**src/rtl/datapath_rtl_29.sv**
```systemverilog
// Register-transfer datapath: A/E accumulator with clear/load/increment/rotate micro-ops,
// a pass counter P, and a sticky flag that records overlapping A-group strobes.
module datapath_rtl_29 #(
    parameter int WIDTH  = 4,
    parameter int CNT_W  = 3,
    parameter int P_LAST = 5
) (
    input  logic             clock,
    input  logic             reset,
    input  logic [WIDTH-1:0] din,
    input  logic             clr_a,
    input  logic             load_a,
    input  logic             incr_a,
    input  logic             shr_a,
    input  logic             clr_p,
    input  logic             inc_p,
    output logic [WIDTH-1:0] a,
    output logic             E,
    output logic             F,
    output logic             zero,
    output logic [CNT_W-1:0] p,
    output logic             p_done,
    output logic             conflict
);

    logic [WIDTH-1:0] a_q, a_d;
    logic             e_q, e_d;
    logic [CNT_W-1:0] p_q, p_d;
    logic             conflict_q, conflict_d;

    logic [WIDTH:0]   inc_sum;
    logic [2:0]       a_strobe_cnt;

    always_comb begin
        a_d        = a_q;
        e_d        = e_q;
        p_d        = p_q;
        conflict_d = conflict_q;
        inc_sum    = {1'b0, a_q} + (WIDTH+1)'(1);
        a_strobe_cnt = 3'({2'b00, clr_a}) + 3'({2'b00, load_a})
                     + 3'({2'b00, incr_a}) + 3'({2'b00, shr_a});

        // Fixed priority: only the highest-ranked A strobe executes.
        if (clr_a) begin
            a_d = '0;
            e_d = 1'b0;
        end else if (load_a) begin
            a_d = din;
        end else if (incr_a) begin
            a_d = inc_sum[WIDTH-1:0];
            e_d = inc_sum[WIDTH];
        end else if (shr_a) begin
            a_d = {e_q, a_q[WIDTH-1:1]};
            e_d = a_q[0];
        end

        if (a_strobe_cnt > 3'd1) begin
            conflict_d = 1'b1;
        end

        // clr_p together with inc_p is a legal combination and is not a conflict.
        if (clr_p) begin
            p_d = '0;
        end else if (inc_p) begin
            p_d = p_q + CNT_W'(1);
        end
    end

    always_ff @(posedge clock or posedge reset) begin
        if (reset) begin
            a_q        <= '0;
            e_q        <= 1'b0;
            p_q        <= '0;
            conflict_q <= 1'b0;
        end else begin
            a_q        <= a_d;
            e_q        <= e_d;
            p_q        <= p_d;
            conflict_q <= conflict_d;
        end
    end

    assign a        = a_q;
    assign E        = e_q;
    assign F        = a_q[WIDTH-1];
    assign zero     = (a_q == '0);
    assign p        = p_q;
    assign p_done   = (p_q == CNT_W'(P_LAST));
    assign conflict = conflict_q;

endmodule

```
**config.mk**
```make
export PLATFORM = sky130hd
export DESIGN_NAME = datapath_rtl_29
export DESIGN_NICKNAME = d
export VERILOG_FILES = /design/src/rtl/datapath_rtl_29.sv
export SDC_FILE = /design/constraint.sdc
export NUM_CORES = 1
export LEC_CHECK = 0
export BUFFER_PORTS_ARGS = -buffer_cell sky130_fd_sc_hd__buf_2
export CORE_AREA = 2 2 39 41
export DETAILED_ROUTE_END_ITERATION = 10
export DIE_AREA = 0 0 41 43
export GPL_TIMING_DRIVEN = 0
export PLACE_DENSITY = 0.9
export SYNTH_ARGS = -nofsm -noshare
export SYNTH_HDL_FRONTEND = slang
export SYNTH_SLANG_ARGS = --single-unit
```
**constraint.sdc**
```tcl
create_clock -name clock -period 4 [get_ports clock]
set_clock_uncertainty 0.1 [all_clocks]
set_input_delay 0.4 -clock clock [delete_from_list [all_inputs] [get_ports clock]]
set_output_delay 0.4 -clock clock [all_outputs]
set_load 0.01 [all_outputs]
```
# --- Word-level counts from Yosys, hierarchy flattened ---
# Cells that the tools add are included.
totals:
  regBits: 9
  out_inout_bits: 12
  word_cells: 27
  input_bits: 12
op_classes:
  eq_ne: 2
  reduce_logical: 5
  add_sub_neg: 5
  n_mux: 10
  order_cmp: 1
op_table:
  columns: ["cell", "count"]
  rows:
  - ["$mux 4", 4]
  - ["$mux 3", 2]
  - ["$add 4x1->5 const B", 1]
  - ["$logic_not 4->1", 1]
  - ["$mux 1", 4]
  - ["$reduce_bool 4->1", 1]
  - ["$add 2x1->3", 1]
  - ["$add 3x1->3", 1]
  - ["$add 3x1->3 const B", 1]
  - ["$eq 3x3->1 const B", 1]
  - ["$gt 3x1->1 const B", 1]
  - ["$reduce_bool 3->1", 1]
  - ["$add 1x1->2", 1]
  - ["$ne 2x2->1 const B", 1]
  - ["$reduce_and 2->1", 1]
  - ["$reduce_bool 2->1", 1]

# --- Depth between registers and ports, before layout ---
# Gate-level depths: netlist of the first run.
logic_depth:
  depth_word: 4
  ltp_mapped: 5
  ltp_nobuf: 5

# --- Least setup slack after synthesis of the first run ---
# OpenSTA, ideal clock, no wires.
synth_path:
  path_kind: "input to register"
  start: "in clr_a"
  end: "reg a_q[1], in the netlist a[1]"
  setup_slack_ns: 2.391
  t_required_ns: 3.779
  setup_time_ns: 0.121
  cell_stages: 5
  n_path_buf: 0
  arrival_time_ns: 1.388
  cell_sequence: "inv_1 > ha_1 > nor3b_1 > nor2_1 > a22o_2"
synth_between:
  elab_chain_len: 1
  word_cells_on_any_way: 2
  classes_between: "mux: 1; reduce/logical: 1"
synth_lines:
  columns: ["element", "line", "source"]
  rows:
  - ["start, declared", "11", "input logic clr_a,"]
  - ["$reduce_bool 4->1 (no source line) or $mux 4 (tied branches)", null, null]
  - ["end signal, assigned", "71", "a_q <= '0;"]
  - ["end signal, assigned", "76", "a_q <= a_d;"]
  - ["end, declared", "26", "logic [WIDTH-1:0] a_q, a_d;"]
# Parallel ways exist; a longest one is shown, timed or not.
# A chain may end at the register's enable or synchronous reset.

# --- Worst setup path in the final report of the first run ---
layout_path:
  start: "in load_a"
  end: "reg a_q[1], in the netlist a[1]"
layout_between:
  elab_chain_len: 2
  word_cells_on_any_way: 3
  classes_between: "mux: 2; reduce/logical: 1"
layout_lines:
  columns: ["element", "line", "source"]
  rows:
  - ["start, declared", "12", "input logic load_a,"]
  - ["$mux 4", "47", "end else if (load_a) begin"]
  - ["$mux 4", "44", "if (clr_a) begin"]
# Parallel ways exist; a longest one is shown, timed or not.

==> results of run 1 <==
[what timing repair did]
item	4_1_cts	5_1_grt
setup buffers	0	0
hold buffers	1	0
endpoints found under the hold margin	9	0
[kinds of logic after synthesis]
family / synth area share [%]
XOR/XNOR: 4.143
buffers and inverters: 7.693
AO/OA/AOI/OAI: 16.97
adder cells (fa/ha/maj): 14.99
AND/OR/NAND/NOR: 19.13
multiplexers: 1.578
flip-flops: 35.50
[final cells by class]
type	instances	area, um^2	share of cell area [%]
Timing Repair Buffer	24	125.1	15.53
Inverter	8	30.03	3.727
Multi-Input combinational cell	47	360.3	44.72
Sequential cell	9	225.2	27.95
Buffer	2	18.77	2.329
Tap cell	16	20.02	2.484
Clock buffer	4	26.28	3.261
[flip-flops by register name (all words and copies together) (netlist names)]
| register | cells |
|---|---|
| a | 4 |
| E | 1 |
| conflict | 1 |
| p | 3 |
[worst max path at each step]
stage                start   end  cells past startpoint
finish              load_a  a[1]                      6
global route        load_a  a[1]                      6
CTS                   a[0]  zero                      4
detailed placement  load_a  a[1]                      6
global placement    load_a  a[1]                      6
floorplan            clr_a  a[1]                      5
[through the flow]
step	std cells	total power [mW]	cell area, um^2	setup WS, ps	utilization, %
global placement	105	0.1651	769.5	2057	55.61
CTS	110	0.2369	805.8	2262	58.23
finish	110	0.2321	805.8	2271	58.23
detailed placement	105	0.1678	769.5	2011	55.61
global route	110	0.2531	805.8	2096	58.23
floorplan	66	0.1429	634.4	2391	-
[per-layer routing]
metal	part of all wire [%]	wire length (um)
met3	4.9	60
met1	43	534
met5	0	0
met2	51	626
met4	1.3	16
[worst reg2reg max path, delay by kind of cell, from the launching register on]
kind                     cells  cell delay, ps
flip-flops                   1             450
AO/OA/AOI/OAI                2             300
adder cells (fa/ha/maj)      1             290
multiplexers                 1             130
buffers and inverters        1              70
[placed cells by master, fill, tap and decap left out, types with 2 or more instances in the layout]
master,synthesis,final
dfrtp_1,9,9
inv_1,8,8
nor3b_1,2,2
clkbuf_4,0,3
nand3_1,2,2
nor2b_1,2,2
xnor2_1,2,2
buf_2,0,23
nand2b_1,5,5
a22o_1,2,2
ha_1,6,6
nor2_1,7,7
nand2_1,3,3
[cell usage after synthesis]
cell type	number	share of area, %
ha_1	6	12
nand2b_1	5	4.9
inv_1	8	4.7
a221oi_1	1	1.4
nor2_1	7	4.1
a211o_1	1	1.4
a211oi_1	1	1.2
nand3_1	2	1.6
a22o_1	2	2.8
a22o_2	1	1.6
xnor2_1	2	2.8
buf_6	1	1.8
xor2_1	1	1.4
o311a_1	1	1.6
dfrtp_1	9	36
mux2i_1	1	1.6
fa_1	1	3.2
a41oi_1	1	1.4
a21oi_1	1	0.79
o32ai_1	1	1.4
and2_1	1	0.99
nor3b_1	2	2.4
o22a_1	1	1.4
nor2b_1	2	2.0
a31oi_1	1	0.99
o211ai_1	1	1.2
nand2_1	3	1.8
buf_4	1	1.2
or3b_2	1	1.4
[power groups by stage]
stage,sequential (mW),clock (mW),combinational [mW]
finish,0.107,0.0658,0.0590
floorplan,0.110,0,0.0325
CTS,0.107,0.0698,0.0598
global route,0.109,0.0773,0.0671
global placement,0.109,0,0.0565
detailed placement,0.109,0,0.0589
==> flow_summary.json, run 1 <==
{
  "tightestPinTransition_ps": 641.2,
  "synth_seq_cells": 9,
  "nFillCells": 131,
  "critical_path.max_fanout": 9,
  "whs_ps": 232.2,
  "setup_violations": 0,
  "arrival_ps": 1770,
  "grt_max_degree": 11,
  "grt-ovfl-total": 0,
  "hold_class": "in -> reg",
  "detail-route-antenna-nets": 0,
  "avgViaCountPerCell": 5.000,
  "die_area_um2": 1763,
  "cp.required_ps": 4040,
  "busiest_layer": "met2",
  "grt_usage_pct": 17.38,
  "dr.pass1.iters": 4,
  "maxSlewViolCount": 0,
  "p_clk_share_pct": 28.4,
  "drive_above_1_share_pct": 31.91,
  "die_w_um": 41,
  "ys_seq_area_share_pct": 35.50,
  "clk_latency_ps": 250,
  "grt.met1_usage_pct": 21.74,
  "pwr-share-comb_pct": 25.4,
  "post_cts_resized": 0,
  "critPathMaxStageDelay_ps": 540,
  "min_path_cells": 2,
  "ys_warn_count": 0,
  "cts_buffer_depth": 2,
  "critical_path.cell_chain": "buf_2, inv_1, ha_1, nor3b_1, nor2_1, a22o_2",
  "grt_pass1_wl_mm": 2.049,
  "cts_made_buffers": 3,
  "relSlewSlack_pct": 57.16,
  "grt_pass1_vias": 500,
  "swShare_pct": 28.64,
  "drt-total-wl_mm": 1.237,
  "syn_inst": 66,
  "io_buffers": 23,
  "ios": 24,
  "syn_nets": 85,
  "rows": 14,
  "maxCapViolCount": 0,
  "critPathKind": "in -> reg",
  "peakVddDrop_v": 0.0001284,
  "crit_family": "simple AND/OR/NAND/NOR gates",
  "dr_total_vias": 550,
  "die_y_um": 43,
  "worstRegToRegCells": 5,
  "leakagePower_nw": 0.4162,
  "seqPwrFrac_pct": 46.2,
  "wl_per_cell_um": 11.25,
  "core-area_um2": 1384,
  "htree_levels": 1,
  "gp_congestion": 0.8454,
  "met3_usage_pct": 1.571,
  "cellPowerDensity_nw_per_um2": 288.0,
  "antenna_found_initial": 0,
  "hold_violations": 0,
  "path_clk_slew_ps": 60,
  "cp-start-kind": "input port",
  "area_delta_synth_final_pct": 27.02,
  "fin_tns_setup_ps": 0,
  "initial_core_util_pct": 45.84,
  "clock-root-buffer": "clkbuf_4",
  "nets": 114,
  "syn_area_um2": 634.4,
  "rsz0062_at_grt": "false",
  "drc": 0,
  "dpl.hpwl_mm": 1.001,
  "outcome": "completed",
  "worstSetupEndpointType": "register",
  "max_freq_mhz": 578.4,
  "met2_usage_pct": 27.50,
  "r2r_slack_ps": 2570,
  "timing.final.crit_share_pct": 43.22,
  "hp-start": "clr_p",
  "post-route-min-period_ps": 1729,
  "path_buf_inv": 2,
  "cts.sinks": 9,
  "r2r-start": "a[0]",
  "p_sw_mw": 0.06646,
  "hold_end": "p[0]",
  "cts_tree": "done",
  "avgSynthCellArea_um2": 9.611,
  "diodes": 0,
  "cp_slowest_cell": "nor3b_1",
  "timing.rr.end": "a[1]",
  "p_int_mw": 0.1656,
  "drtIter0Drc": 8,
  "ys_types": 29
}
Note: power is estimated with default switching activity, not from simulation.
==> run 2, diff against run 1 <==
--- a/config.mk
+++ b/config.mk
@@ -6,11 +6,11 @@
 export NUM_CORES = 1
 export LEC_CHECK = 0
 export BUFFER_PORTS_ARGS = -buffer_cell sky130_fd_sc_hd__buf_2
-export CORE_AREA = 2 2 39 41
+export CORE_AREA = 2 2 42 44
 export DETAILED_ROUTE_END_ITERATION = 10
-export DIE_AREA = 0 0 41 43
+export DIE_AREA = 0 0 44 46
 export GPL_TIMING_DRIVEN = 0
-export PLACE_DENSITY = 0.9
+export PLACE_DENSITY = 0.83
 export SYNTH_ARGS = -nofsm -noshare
 export SYNTH_HDL_FRONTEND = slang
 export SYNTH_SLANG_ARGS = --single-unit
==> constraint.sdc (replaced) <==
create_clock -name clock -period 1.4 [get_ports clock]
set_clock_uncertainty 0.1 [all_clocks]
set_input_delay 0.14 -clock clock [delete_from_list [all_inputs] [get_ports clock]]
set_output_delay 0.14 -clock clock [all_outputs]
set_load 0.01 [all_outputs]
==> flow_summary.json, run 2 (synthesized netlist as in run 1, its figures left out) <==
{
  "cp-start-kind": "register",
  "path_clk_slew_ps": 60,
  "multi_input_area_um2": 409.1,
  "hp-start": "inc_p",
  "critical_path.max_fanout": 6,
  "diodes": 0,
  "drtIter0Drc": 9,
  "hold_violations": 0,
  "outcome": "finished, violations left",
  "hold_end": "p[1]",
  "nets": 122,
  "timing.critical_path.from": "a[0]",
  "die_y_um": 46,
  "drive_above_1_share_pct": 48.04,
  "core-area_um2": 1614,
  "grt-ovfl-total": 0,
  "timing.rr.end": "E",
  "cts_made_buffers": 3,
  "critPathKind": "reg -> out",
  "avgViaCountPerCell": 5.134,
  "dr.pass1.iters": 4,
  "r2r-start": "a[1]",
  "grt_usage_pct": 15.73,
  "die_area_um2": 2024,
  "pre_cts_ws_ps": -383.0,
  "dr_total_vias": 611,
  "largest_reg_flops": 4,
  "fin_util_pct": 57.05,
  "gp_congestion": 0.8378,
  "relSlewSlack_pct": 71.67,
  "die_w_um": 44,
  "setup_violations": 1,
  "cts_tree": "done",
  "violations": "setup timing",
  "timing.final.ws_setup_ps": -10.05,
  "fin_tns_setup_ps": -10.05,
  "tightestPinTransition_ps": 423.1,
  "cts_buffer_depth": 2,
  "area_delta_synth_final_pct": 45.17,
  "fin_cells": 119,
  "wl_per_cell_um": 13.02,
  "drc": 0,
  "cts.sinks": 9,
  "maxCapViolCount": 0,
  "arrival_ps": 1170,
  "hold_class": "in -> reg",
  "nFillCells": 147,
  "worstRegToRegCells": 4,
  "max_freq_mhz": 709.2,
  "dpl.hpwl_mm": 1.109,
  "initial_core_util_pct": 39.30,
  "grt_max_degree": 11,
  "clock-root-buffer": "clkbuf_4",
  "peakVddDrop_v": 0.0004199,
  "final_common_cell": "buf_2",
  "grt_pass1_wl_mm": 2.290,
  "whs_ps": 4.886,
  "cp.required_ps": 1160,
  "antenna_found_initial": 0,
  "post-route-min-period_ps": 1410,
  "clk_latency_ps": 260,
  "dp_cells": 106,
  "worstSetupEndpointType": "output port",
  "final_cell_mix": "buf_2 (23), buf_4 (8), dfrtp_1 (7), nor2_1 (7), inv_1 (6)",
  "ios": 24,
  "grt_pass1_vias": 549,
  "maxSlewViolCount": 0,
  "drt-total-wl_mm": 1.549,
  "timing.final.crit_share_pct": 100.7,
  "place_area_um2": 772.0,
  "cellPowerDensity_nw_per_um2": 791.5,
  "rsz0062_at_grt": "true",
  "leakagePower_nw": 0.4599,
  "detail-route-antenna-nets": 0,
  "register_area_um2": 227.7,
  "design_area_um2": 920.9,
  "min_path_cells": 2,
  "rows": 15,
  "htree_levels": 1,
  "power_mw": 0.7289,
  "io_buffers": 23,
  "r2r_slack_ps": 40
}
[run 2: area by class of cell]
type | instances | share of cell area [%]
Clock buffer | 4 | 2.853
Sequential cell | 9 | 24.73
Timing Repair Buffer | 32 | 20.38
Tap cell | 17 | 2.310
Inverter | 8 | 3.261
Buffer | 2 | 2.038
Multi-Input combinational cell | 47 | 44.43
[run 2: critical path: stages (launching register included)]
cell	delay, ps
dfrtp_2	450
inv_2	80
ha_4	110
nor3b_2	130
buf_2	150
[run 2: repair_timing]
action | in CTS | in global routing
hold endpoints to repair | 12 | 0
pin swaps | 0 | 3
setup endpoints to repair | 7 | 6
setup buffers | 4 | 3
hold buffers | 2 | 0
resized for setup | 4 | 8
[run 2: routing by layer]
layer / wire, um / vias up / share of wire [%] / global-route usage (%)
li1: - / 299 / - / -
met1: 611 / 287 / 39 / 18.36
met2: 834 / 21 / 54 / 29.12
met3: 58 / 4 / 3.7 / 0
met4: 44 / 0 / 2.8 / 9.091
met5: 0 / - / 0 / 0
[run 2: power breakdown]
part	internal, mW	leakage, nW	switching [mW]
registers	0.280	0.111	0.0259
clock network	0.110	0.0150	0.0907
logic	0.117	0.334	0.105
total	0.507	0.460	0.222
[run 2: how the worst max path moves through the flow]
stage                     endpoint  cells past startpoint
final                         zero                      4
after global routing          zero                      4
after CTS                     zero                      4
after detailed placement      a[1]                      6
after global placement        a[1]                      6
after floorplan               a[1]                      5
